File: config.mk
export PLATFORM = sky130hd
export DESIGN_NAME = mem_bus_bridge_flat
export DESIGN_NICKNAME = d
export VERILOG_FILES = /design/src/rtl/mem_bus_bridge_pkg.sv /design/src/rtl/mem_bus_bridge_if.sv /design/src/rtl/mem_bus_bridge_timeout_ctr.sv /design/src/rtl/mem_bus_bridge.sv /design/src/flat_wrapper.sv
export SDC_FILE = /design/constraint.sdc
export NUM_CORES = 1
export LEC_CHECK = 0
export BUFFER_PORTS_ARGS = -buffer_cell sky130_fd_sc_hd__buf_4
export CAP_MARGIN = 20
export CORE_UTILIZATION = 49
export CTS_BUF_LIST = sky130_fd_sc_hd__clkbuf_8
export DETAILED_ROUTE_END_ITERATION = 8
export PLACE_DENSITY = 0.83
export SLEW_MARGIN = 30
export SYNTH_ARGS = -nofsm -noshare
export SYNTH_HDL_FRONTEND = slang
export SYNTH_SLANG_ARGS = --single-unit
File: constraint.sdc
create_clock -name clk -period 2.2 [get_ports clk]
set_input_delay 0.33 -clock clk [delete_from_list [all_inputs] [get_ports clk]]
set_output_delay 0.33 -clock clk [all_outputs]
set_load 0.05 [all_outputs]
File: src/rtl/mem_bus_bridge_pkg.sv
// ---------------------------------------------------------------------------
// mem_bridge_pkg
// Shared definitions for the core-to-memory bus bridge:
//   bridge_state_e   - FSM state encoding (also exported on the debug port)
//   DEFAULT_TIMEOUT  - default abort threshold in wait cycles
//   DEFAULT_ERR_DATA - default read data returned on an aborted read
//   ctr_width()      - width of the wait counter for a given TIMEOUT
// ---------------------------------------------------------------------------
package mem_bridge_pkg;

  typedef enum logic [1:0] {
    ST_IDLE   = 2'd0,
    ST_REQ    = 2'd1,
    ST_WAIT_R = 2'd2,
    ST_DONE   = 2'd3
  } bridge_state_e;

  localparam int unsigned DEFAULT_TIMEOUT  = 255;
  localparam logic [31:0] DEFAULT_ERR_DATA = 32'h0000_0000;

  // The counter must be able to hold TIMEOUT itself (it saturates there).
  function automatic int unsigned ctr_width(input int unsigned timeout);
    return (timeout < 1) ? 1 : $clog2(timeout + 1);
  endfunction

endpackage

File: src/rtl/mem_bus_bridge_if.sv
// ---------------------------------------------------------------------------
// mem_bus_bridge_if
// External memory bus between the bridge (master) and the memory (slave).
//
// Handshake semantics:
//   - mem_req is the request valid; mem_gnt is its ready. A request is
//     accepted on the rising edge where mem_req && mem_gnt. While mem_req is
//     high, mem_we / mem_addr / mem_wdata are held stable by the master.
//   - For reads, mem_rvalid qualifies mem_rdata for one cycle; the master is
//     always ready for it once the request has been granted. mem_gnt outside
//     a request and mem_rvalid outside a pending read are ignored.
//
// Signals:
//   mem_req    master->slave  request valid
//   mem_we     master->slave  request is a write
//   mem_addr   master->slave  30-bit word address
//   mem_wdata  master->slave  write data
//   mem_gnt    slave->master  request accepted
//   mem_rvalid slave->master  read data valid
//   mem_rdata  slave->master  read data
// ---------------------------------------------------------------------------
interface mem_bus_bridge_if;

  logic        mem_req;
  logic        mem_we;
  logic [29:0] mem_addr;
  logic [31:0] mem_wdata;
  logic        mem_gnt;
  logic        mem_rvalid;
  logic [31:0] mem_rdata;

  modport master (
    output mem_req, mem_we, mem_addr, mem_wdata,
    input  mem_gnt, mem_rvalid, mem_rdata
  );

  modport slave (
    input  mem_req, mem_we, mem_addr, mem_wdata,
    output mem_gnt, mem_rvalid, mem_rdata
  );

endinterface

File: src/rtl/mem_bus_bridge_timeout_ctr.sv
// ---------------------------------------------------------------------------
// bus_timeout_ctr
// Wait-cycle counter used to abort stalled bus accesses.
//
// Ports:
//   clk       in   clock
//   reset     in   asynchronous active-low reset
//   clear_i   in   zero the counter (wins over enable)
//   enable_i  in   count this cycle
//   count_o   out  current count (cycles already spent in the wait state)
//   expired_o out  high on the TIMEOUT-th enabled cycle since the last clear
//
// The count is 0 in the first cycle after a clear, so expired_o asserts in
// the cycle where the count would reach TIMEOUT at the next edge.
// ---------------------------------------------------------------------------
module bus_timeout_ctr
  import mem_bridge_pkg::*;
#(
  parameter int unsigned TIMEOUT = DEFAULT_TIMEOUT,
  parameter int unsigned CW      = ctr_width(TIMEOUT)
) (
  input  logic          clk,
  input  logic          reset,
  input  logic          clear_i,
  input  logic          enable_i,
  output logic [CW-1:0] count_o,
  output logic          expired_o
);

  logic [CW-1:0] count_q;
  logic [CW-1:0] count_d;

  always_comb begin
    count_d = count_q;
    if (clear_i) begin
      count_d = '0;
    end else if (enable_i && (count_q != CW'(TIMEOUT))) begin
      count_d = count_q + 1'b1;
    end
  end

  always_ff @(posedge clk or negedge reset) begin
    if (!reset) begin
      count_q <= '0;
    end else begin
      count_q <= count_d;
    end
  end

  assign count_o   = count_q;
  assign expired_o = enable_i && (count_q == CW'(TIMEOUT - 1));

endmodule

File: src/rtl/mem_bus_bridge.sv
// ---------------------------------------------------------------------------
// mem_bus_bridge
// Bridges single-cycle core load/store requests onto a req/gnt/rvalid
// memory bus, stalling the core while an access is outstanding and aborting
// accesses that wait longer than TIMEOUT cycles.
//
// Parameters:
//   TIMEOUT   wait cycles allowed in REQ or WAIT_R before abort
//   ERR_DATA  load data returned for an aborted read
//
// Ports:
//   clk          in   clock, all state updates on the rising edge
//   reset        in   asynchronous active-low reset
//   core_addr    in   byte address (bits [1:0] ignored)
//   core_wdata   in   store data
//   core_we      in   store request (wins when core_re is also high)
//   core_re      in   load request
//   core_rdata   out  last captured load data (or ERR_DATA after abort)
//   core_stall   out  combinational core freeze
//   bus_err      out  one-cycle pulse (in DONE) after an aborted access
//   mem          if   memory bus, master side
//   dbg_state_o  out  current FSM state
//   dbg_wait_cnt_o out current wait counter value
//
// Build option: define MEM_BRIDGE_WBUF_EN to post stores through a one-entry
// write buffer so a store presented in IDLE does not stall the core.
// ---------------------------------------------------------------------------
module mem_bus_bridge
  import mem_bridge_pkg::*;
#(
  parameter int unsigned TIMEOUT  = DEFAULT_TIMEOUT,
  parameter logic [31:0] ERR_DATA = DEFAULT_ERR_DATA
) (
  input  logic                           clk,
  input  logic                           reset,
  input  logic [31:0]                    core_addr,
  input  logic [31:0]                    core_wdata,
  input  logic                           core_we,
  input  logic                           core_re,
  output logic [31:0]                    core_rdata,
  output logic                           core_stall,
  output logic                           bus_err,
  mem_bus_bridge_if.master               mem,
  output bridge_state_e                  dbg_state_o,
  output logic [ctr_width(TIMEOUT)-1:0]  dbg_wait_cnt_o
);

  localparam int unsigned CW = ctr_width(TIMEOUT);

  bridge_state_e state_q;
  logic          mem_req_q;
  logic          mem_we_q;
  logic [29:0]   mem_addr_q;
  logic [31:0]   mem_wdata_q;
  logic [31:0]   core_rdata_q;
  logic          bus_err_q;

  logic          access;
  logic          ctr_clear;
  logic          ctr_enable;
  logic          ctr_expired;
  logic [CW-1:0] ctr_count;

  // Byte offset within the word is not forwarded to the word-addressed bus.
  logic [1:0]    core_addr_unused;
  assign core_addr_unused = core_addr[1:0];

  assign access = core_we | core_re;

`ifdef MEM_BRIDGE_WBUF_EN
  // Set while a posted store occupies the buffer; the FSM is then busy with
  // that store and the core runs ahead until it presents another access.
  logic wbuf_q;
`endif

  // ---------------------------------------------------------------------
  // Wait counter: cleared on every entry into REQ or WAIT_R, counting
  // while in either state.
  // ---------------------------------------------------------------------
  always_comb begin
    ctr_clear = 1'b0;
    case (state_q)
      ST_IDLE: ctr_clear = access;
      ST_REQ:  ctr_clear = mem.mem_gnt && !mem_we_q;
      default: ctr_clear = 1'b0;
    endcase
  end

  assign ctr_enable = (state_q == ST_REQ) || (state_q == ST_WAIT_R);

  bus_timeout_ctr #(
    .TIMEOUT (TIMEOUT),
    .CW      (CW)
  ) u_timeout_ctr (
    .clk       (clk),
    .reset     (reset),
    .clear_i   (ctr_clear),
    .enable_i  (ctr_enable),
    .count_o   (ctr_count),
    .expired_o (ctr_expired)
  );

  // ---------------------------------------------------------------------
  // Core stall.
  // ---------------------------------------------------------------------
  always_comb begin
    core_stall = 1'b0;
`ifdef MEM_BRIDGE_WBUF_EN
    if (wbuf_q) begin
      // A posted store is in flight: anything new waits until IDLE.
      core_stall = access;
    end else begin
      case (state_q)
        // A store (including store+load, where the load is dropped) posts.
        ST_IDLE:   core_stall = core_re & ~core_we;
        ST_REQ:    core_stall = 1'b1;
        ST_WAIT_R: core_stall = 1'b1;
        default:   core_stall = 1'b0;
      endcase
    end
`else
    case (state_q)
      ST_IDLE:   core_stall = access;
      ST_REQ:    core_stall = 1'b1;
      ST_WAIT_R: core_stall = 1'b1;
      default:   core_stall = 1'b0;
    endcase
`endif
  end

  // ---------------------------------------------------------------------
  // Access FSM with registered bus outputs.
  // A grant or rvalid on the timeout cycle is checked first, so it wins.
  // ---------------------------------------------------------------------
  always_ff @(posedge clk or negedge reset) begin
    if (!reset) begin
      state_q      <= ST_IDLE;
      mem_req_q    <= 1'b0;
      mem_we_q     <= 1'b0;
      mem_addr_q   <= '0;
      mem_wdata_q  <= '0;
      core_rdata_q <= '0;
      bus_err_q    <= 1'b0;
`ifdef MEM_BRIDGE_WBUF_EN
      wbuf_q       <= 1'b0;
`endif
    end else begin
      bus_err_q <= 1'b0;
      case (state_q)
        ST_IDLE: begin
          if (access) begin
            state_q     <= ST_REQ;
            mem_req_q   <= 1'b1;
            mem_we_q    <= core_we;
            mem_addr_q  <= core_addr[31:2];
            mem_wdata_q <= core_wdata;
`ifdef MEM_BRIDGE_WBUF_EN
            wbuf_q      <= core_we;
`endif
          end
        end
        ST_REQ: begin
          if (mem.mem_gnt) begin
            mem_req_q <= 1'b0;
            state_q   <= mem_we_q ? ST_DONE : ST_WAIT_R;
          end else if (ctr_expired) begin
            mem_req_q <= 1'b0;
            bus_err_q <= 1'b1;
            if (!mem_we_q) begin
              core_rdata_q <= ERR_DATA;
            end
            state_q   <= ST_DONE;
          end
        end
        ST_WAIT_R: begin
          if (mem.mem_rvalid) begin
            core_rdata_q <= mem.mem_rdata;
            state_q      <= ST_DONE;
          end else if (ctr_expired) begin
            core_rdata_q <= ERR_DATA;
            bus_err_q    <= 1'b1;
            state_q      <= ST_DONE;
          end
        end
        ST_DONE: begin
          state_q <= ST_IDLE;
`ifdef MEM_BRIDGE_WBUF_EN
          wbuf_q  <= 1'b0;
`endif
        end
        default: state_q <= ST_IDLE;
      endcase
    end
  end

  assign mem.mem_req    = mem_req_q;
  assign mem.mem_we     = mem_we_q;
  assign mem.mem_addr   = mem_addr_q;
  assign mem.mem_wdata  = mem_wdata_q;
  assign core_rdata     = core_rdata_q;
  assign bus_err        = bus_err_q;
  assign dbg_state_o    = state_q;
  assign dbg_wait_cnt_o = ctr_count;

endmodule

File: src/flat_wrapper.sv
// flat-port wrapper written by rule: the top's interface ports become plain ports
module mem_bus_bridge_flat import mem_bridge_pkg::*;
#(
  parameter int unsigned TIMEOUT  = DEFAULT_TIMEOUT,
  parameter logic [31:0] ERR_DATA = DEFAULT_ERR_DATA
)
  (clk, reset, core_addr, core_wdata, core_we, core_re, core_rdata, core_stall, bus_err, dbg_state_o, dbg_wait_cnt_o, mem_mem_req, mem_mem_we, mem_mem_addr, mem_mem_wdata, mem_mem_gnt, mem_mem_rvalid, mem_mem_rdata);
  mem_bus_bridge_if mem_i ();
  input  logic clk;
  input  logic reset;
  input  logic [31:0] core_addr;
  input  logic [31:0] core_wdata;
  input  logic core_we;
  input  logic core_re;
  output logic [31:0] core_rdata;
  output logic core_stall;
  output logic bus_err;
  output bridge_state_e dbg_state_o;
  output logic [ctr_width(TIMEOUT)-1:0] dbg_wait_cnt_o;
  output wire logic [$bits(mem_i.mem_req)-1:0] mem_mem_req;
  output wire logic [$bits(mem_i.mem_we)-1:0] mem_mem_we;
  output wire logic [$bits(mem_i.mem_addr)-1:0] mem_mem_addr;
  output wire logic [$bits(mem_i.mem_wdata)-1:0] mem_mem_wdata;
  input wire logic [$bits(mem_i.mem_gnt)-1:0] mem_mem_gnt;
  input wire logic [$bits(mem_i.mem_rvalid)-1:0] mem_mem_rvalid;
  input wire logic [$bits(mem_i.mem_rdata)-1:0] mem_mem_rdata;
  assign mem_mem_req = mem_i.mem_req;
  assign mem_mem_we = mem_i.mem_we;
  assign mem_mem_addr = mem_i.mem_addr;
  assign mem_mem_wdata = mem_i.mem_wdata;
  assign mem_i.mem_gnt = mem_mem_gnt;
  assign mem_i.mem_rvalid = mem_mem_rvalid;
  assign mem_i.mem_rdata = mem_mem_rdata;
  mem_bus_bridge #(.TIMEOUT(TIMEOUT), .ERR_DATA(ERR_DATA)) u_core (.clk(clk), .reset(reset), .core_addr(core_addr), .core_wdata(core_wdata), .core_we(core_we), .core_re(core_re), .core_rdata(core_rdata), .core_stall(core_stall), .bus_err(bus_err), .mem(mem_i), .dbg_state_o(dbg_state_o), .dbg_wait_cnt_o(dbg_wait_cnt_o));
endmodule
==> impl_metrics.py <==
metrics = {
    "layout": {
        "nets": 645,
        "antenna_cells": 0,
        "multi_input_area_mm2": 0.00187,
        "synthToLayoutAreaGrowth_pct": 41.7,
        "layout-drive-gt1-share": 0.623,
        "fill_cells": 629,
        "seq_area_mm2": 0.00268,
    },
    "worst_setup_path": {
        "cp_num_buf_inv": 3,
        "crit_chain": "inv_1 -> ha_2 -> inv_1 -> a21oi_4 -> buf_4",
        "reg2reg_depth": 6,
        "worstPathArrival_ns": 1.75,
        "path_class": "register to primary output",
        "cp_slowest_cell": "dfrtp_2",
        "critPathCaptureType": "primary output",
        "path_delay_family": "buffers and inverters",
        "crit_fanout": 7,
        "cpPeakStageDelay_ns": 0.42,
        "cpMostUsedCell": "inv_1",
        "cp-startpoint": "u_core.dbg_state_o[0]",
        "r2r_slack_ns": 0.20,
        "required_ns": 1.87,
        "reg2reg_to": "u_core.core_rdata[23]",
        "r2r-start": "u_core.dbg_state_o[0]",
        "start_kind": "register",
    },
    "route": {
        "routed_wl_mm": 10.9,
        "drt_iter0_markers": 79,
        "routedWlPerCell_um": 16.2,
        "drc": 0,
        "ant_nets": 0,
        "dr.pass1.iters": 4,
        "vias": 3424,
        "viasPerCell": 5.11,
    },
    "synthesis": {
        "synth_top_family_by_area": "multiplexers",
        "syn_area_mm2": 0.00466,
        "synth_cell_types": 38,
        "synthTopCellsByCount": "dfrtp_1 (107), mux2_2 (64), and3_1 (32), mux2_4 (30), a21oi_1 (10)",
        "yosysWarnings": 0,
        "synth_top_area_cell": "dfrtp_1",
        "synth_compound_area_frac": 0.0389,
        "yosys.area.top_type_share": 0.574,
        "synth-async-reset-ratio": 1.00,
        "avgSynthCellArea_um2": 14.4,
        "synth-edff-count": 0,
        "syn_nets": 433,
        "ys_seq_area_frac": 0.574,
        "synth_area_leaders": "dfrtp_1 (57%), mux2_2 (15%), mux2_4 (9.7%), and3_1 (4.3%), ha_1 (1.9%)",
        "synth-seq-cells": 107,
        "synthMuxAreaShare": 0.251,
        "yosys.area_share.simple": 0.0800,
        "synthAdderAreaFrac": 0.0188,
        "synth_most_common_cell": "dfrtp_1",
        "syn_inst": 324,
        "synth_xor_area_frac": 0.00563,
        "synth-main-ff-cell": "dfrtp_1",
    },
    "timing": {
        "setup_viol": 0,
        "finalMaxSlewViolations": 0,
        "whs_ns": 0.190,
        "period_needed_ns": 2.08,
        "post-route-period-util": 0.943,
        "fin_setup_tns_ns": 0,
        "max_freq_mhz": 482,
        "skew_ns": 0.0118,
        "worst_pin_slew_ns": 0.605,
        "rsz0062_at_grt": "false",
        "slew_headroom": 0.594,
        "final-hold-violation-count": 0,
    },
    "placement": {
        "dp_hpwl_mm": 7.98,
        "gp_congestion": 0.826,
        "portBuffers": 207,
    },
    "worst_hold_path": {
        "hold_path_class": "input pin to register",
        "whs_endpoint": "u_core.mem.mem_addr[13]",
        "hold_depth": 2,
        "worstHoldStart": "core_addr[15]",
    },
    "job": {
        "drv_cap": 0,
    },
    "global_route": {
        "antenna_found_initial": 0,
        "overflow": 0,
        "grt_usage": 0.218,
        "grt_max_degree": 49,
        "grt_first_pass_wirelength_mm": 17.1,
        "grt_pass1_vias": 3472,
    },
    "cts": {
        "cts_root_buffer": "clkbuf_8",
        "clk_pin_slew_ns": 0.11,
        "numCtsBuffers": 9,
        "cts_buffer_depth": 2,
        "htreeDepth": 3,
        "cts.sinks": 107,
        "cts_tree": "built",
        "clock_latency_ns": 0.36,
    },
    "floorplanning": {
        "die_h_um": 99.6,
        "rows": 35,
        "initial_core_util": 0.505,
        "fp.dieW_um": 99.6,
        "design.core.area_mm2": 0.00924,
        "dieArea_mm2": 0.00991,
        "pin_count": 210,
    },
    "pwr": {
        "peakVddDrop_v": 0.00111,
        "powerDensity_mw_per_mm2": 1590,
        "p_leak_nw": 3.45,
    },
    "outcome": {
        "status": "finished clean",
    },
}
how the worst max path moves through the flow:
stage,to,slack [ns],cells after the start
floorplan,u_core.core_rdata[0],0.14,6
global placement,u_core.u_timeout_ctr.count_o[5],0.23,6
detailed placement,u_core.u_timeout_ctr.count_o[5],0.15,6
CTS,core_stall,0.03,5
global route,core_stall,0.04,5
finish,core_stall,0.12,5
cells by family after synthesis:
kind of cell / count (synthesis)
AOI/OAI and AO/OA: 27
xor gates and xnor gates: 3
DFF: 107
adders and majority gates: 7
buffers and inverters: 26
muxes: 94
and+or+nand+nor: 60
per-layer routing:
| metal | up-vias | routed length, um | global-route usage |
|---|---|---|---|
| li1 | 1583 | - | - |
| met1 | 1685 | 4390 | 0.258 |
| met3 | 22 | 542 | 0.0436 |
| met4 | 0 | 245 | 0.0826 |
| met5 | - | 0 | 0 |
| met2 | 134 | 5680 | 0.393 |
area by class of cell:
cell class | count | area share
Inverter | 8 | 0.00454
Clock inverter | 6 | 0.00738
Tap cell | 129 | 0.0244
Clock buffer | 10 | 0.0208
Timing Repair Buffer | 219 | 0.255
Sequential cell | 107 | 0.406
Multi-Input combinational cell | 191 | 0.282
worst register-to-register path: cells and delay by family, from the launching register on:
kind                       cells  cell delay, ns
muxes                          1            0.33
buffers and inverters          2            0.30
DFF                            1            0.42
and+or+nand+nor                1            0.14
AOI/OAI and AO/OA              1            0.28
adders and majority gates      1            0.42
cells in the final DEF, fill, tap and decap left out, drive strengths merged:
cell and count:
and2b 1, nor3b 3, a31oi 3, nor3 2, nand3b 1, nand4 1
nand2 5, dfrtp 107, o22ai 1, clkbuf 10, a311oi 1, a2111oi 1
a211oi 2, and3 32, dlygate4sd3 1, o21ai 4, mux2 94, a41oi 1
nor2 5, o22a 2, buf 218, o32a 1, nand2b 1, and2 1
nor2b 1, xnor2 3, o41ai 1, ha 7, inv 11, nand3 4
clkinv 2, clkinvlp 1, a21oi 10, or4 1, and4 2
state kept, by name (all words and copies together), names as in the netlist:
register	cells
u_core.mem.mem_we	1
u_core.bus_err	1
u_core.mem.mem_addr	30
u_core.mem.mem_req	1
u_core.u_timeout_ctr.count_o	8
u_core.mem.mem_wdata	32
u_core.dbg_state_o	2
u_core.core_rdata	32
report_power, final:
group / switching, mW / internal (mW)
combinational: 3.99 / 2.21
clock: 0.678 / 0.456
sequential: 0.454 / 2.73
total: 5.12 / 5.40
repair_timing:
action / 4_1_cts / 5_1_grt
resized for setup: 0 / 2
hold endpoints to repair: 27 / 0
hold buffers: 1 / 0
setup buffers: 0 / 5
setup endpoints to repair: 0 / 2
through the flow:
step                      std cells  setup slack [ns]  utilization  power (mW)  cell area (um2)
after CTS                       665            0.0345        0.711        10.5             6570
after global placement          648             0.228        0.689        9.21             6370
after global routing            670            0.0352        0.715        11.0             6610
final                           670             0.124        0.715        10.5             6610
after detailed placement        648             0.146        0.689        9.37             6370
after floorplan                 324             0.139            -        7.48             4680
Power figures use the tool's default switching activity.
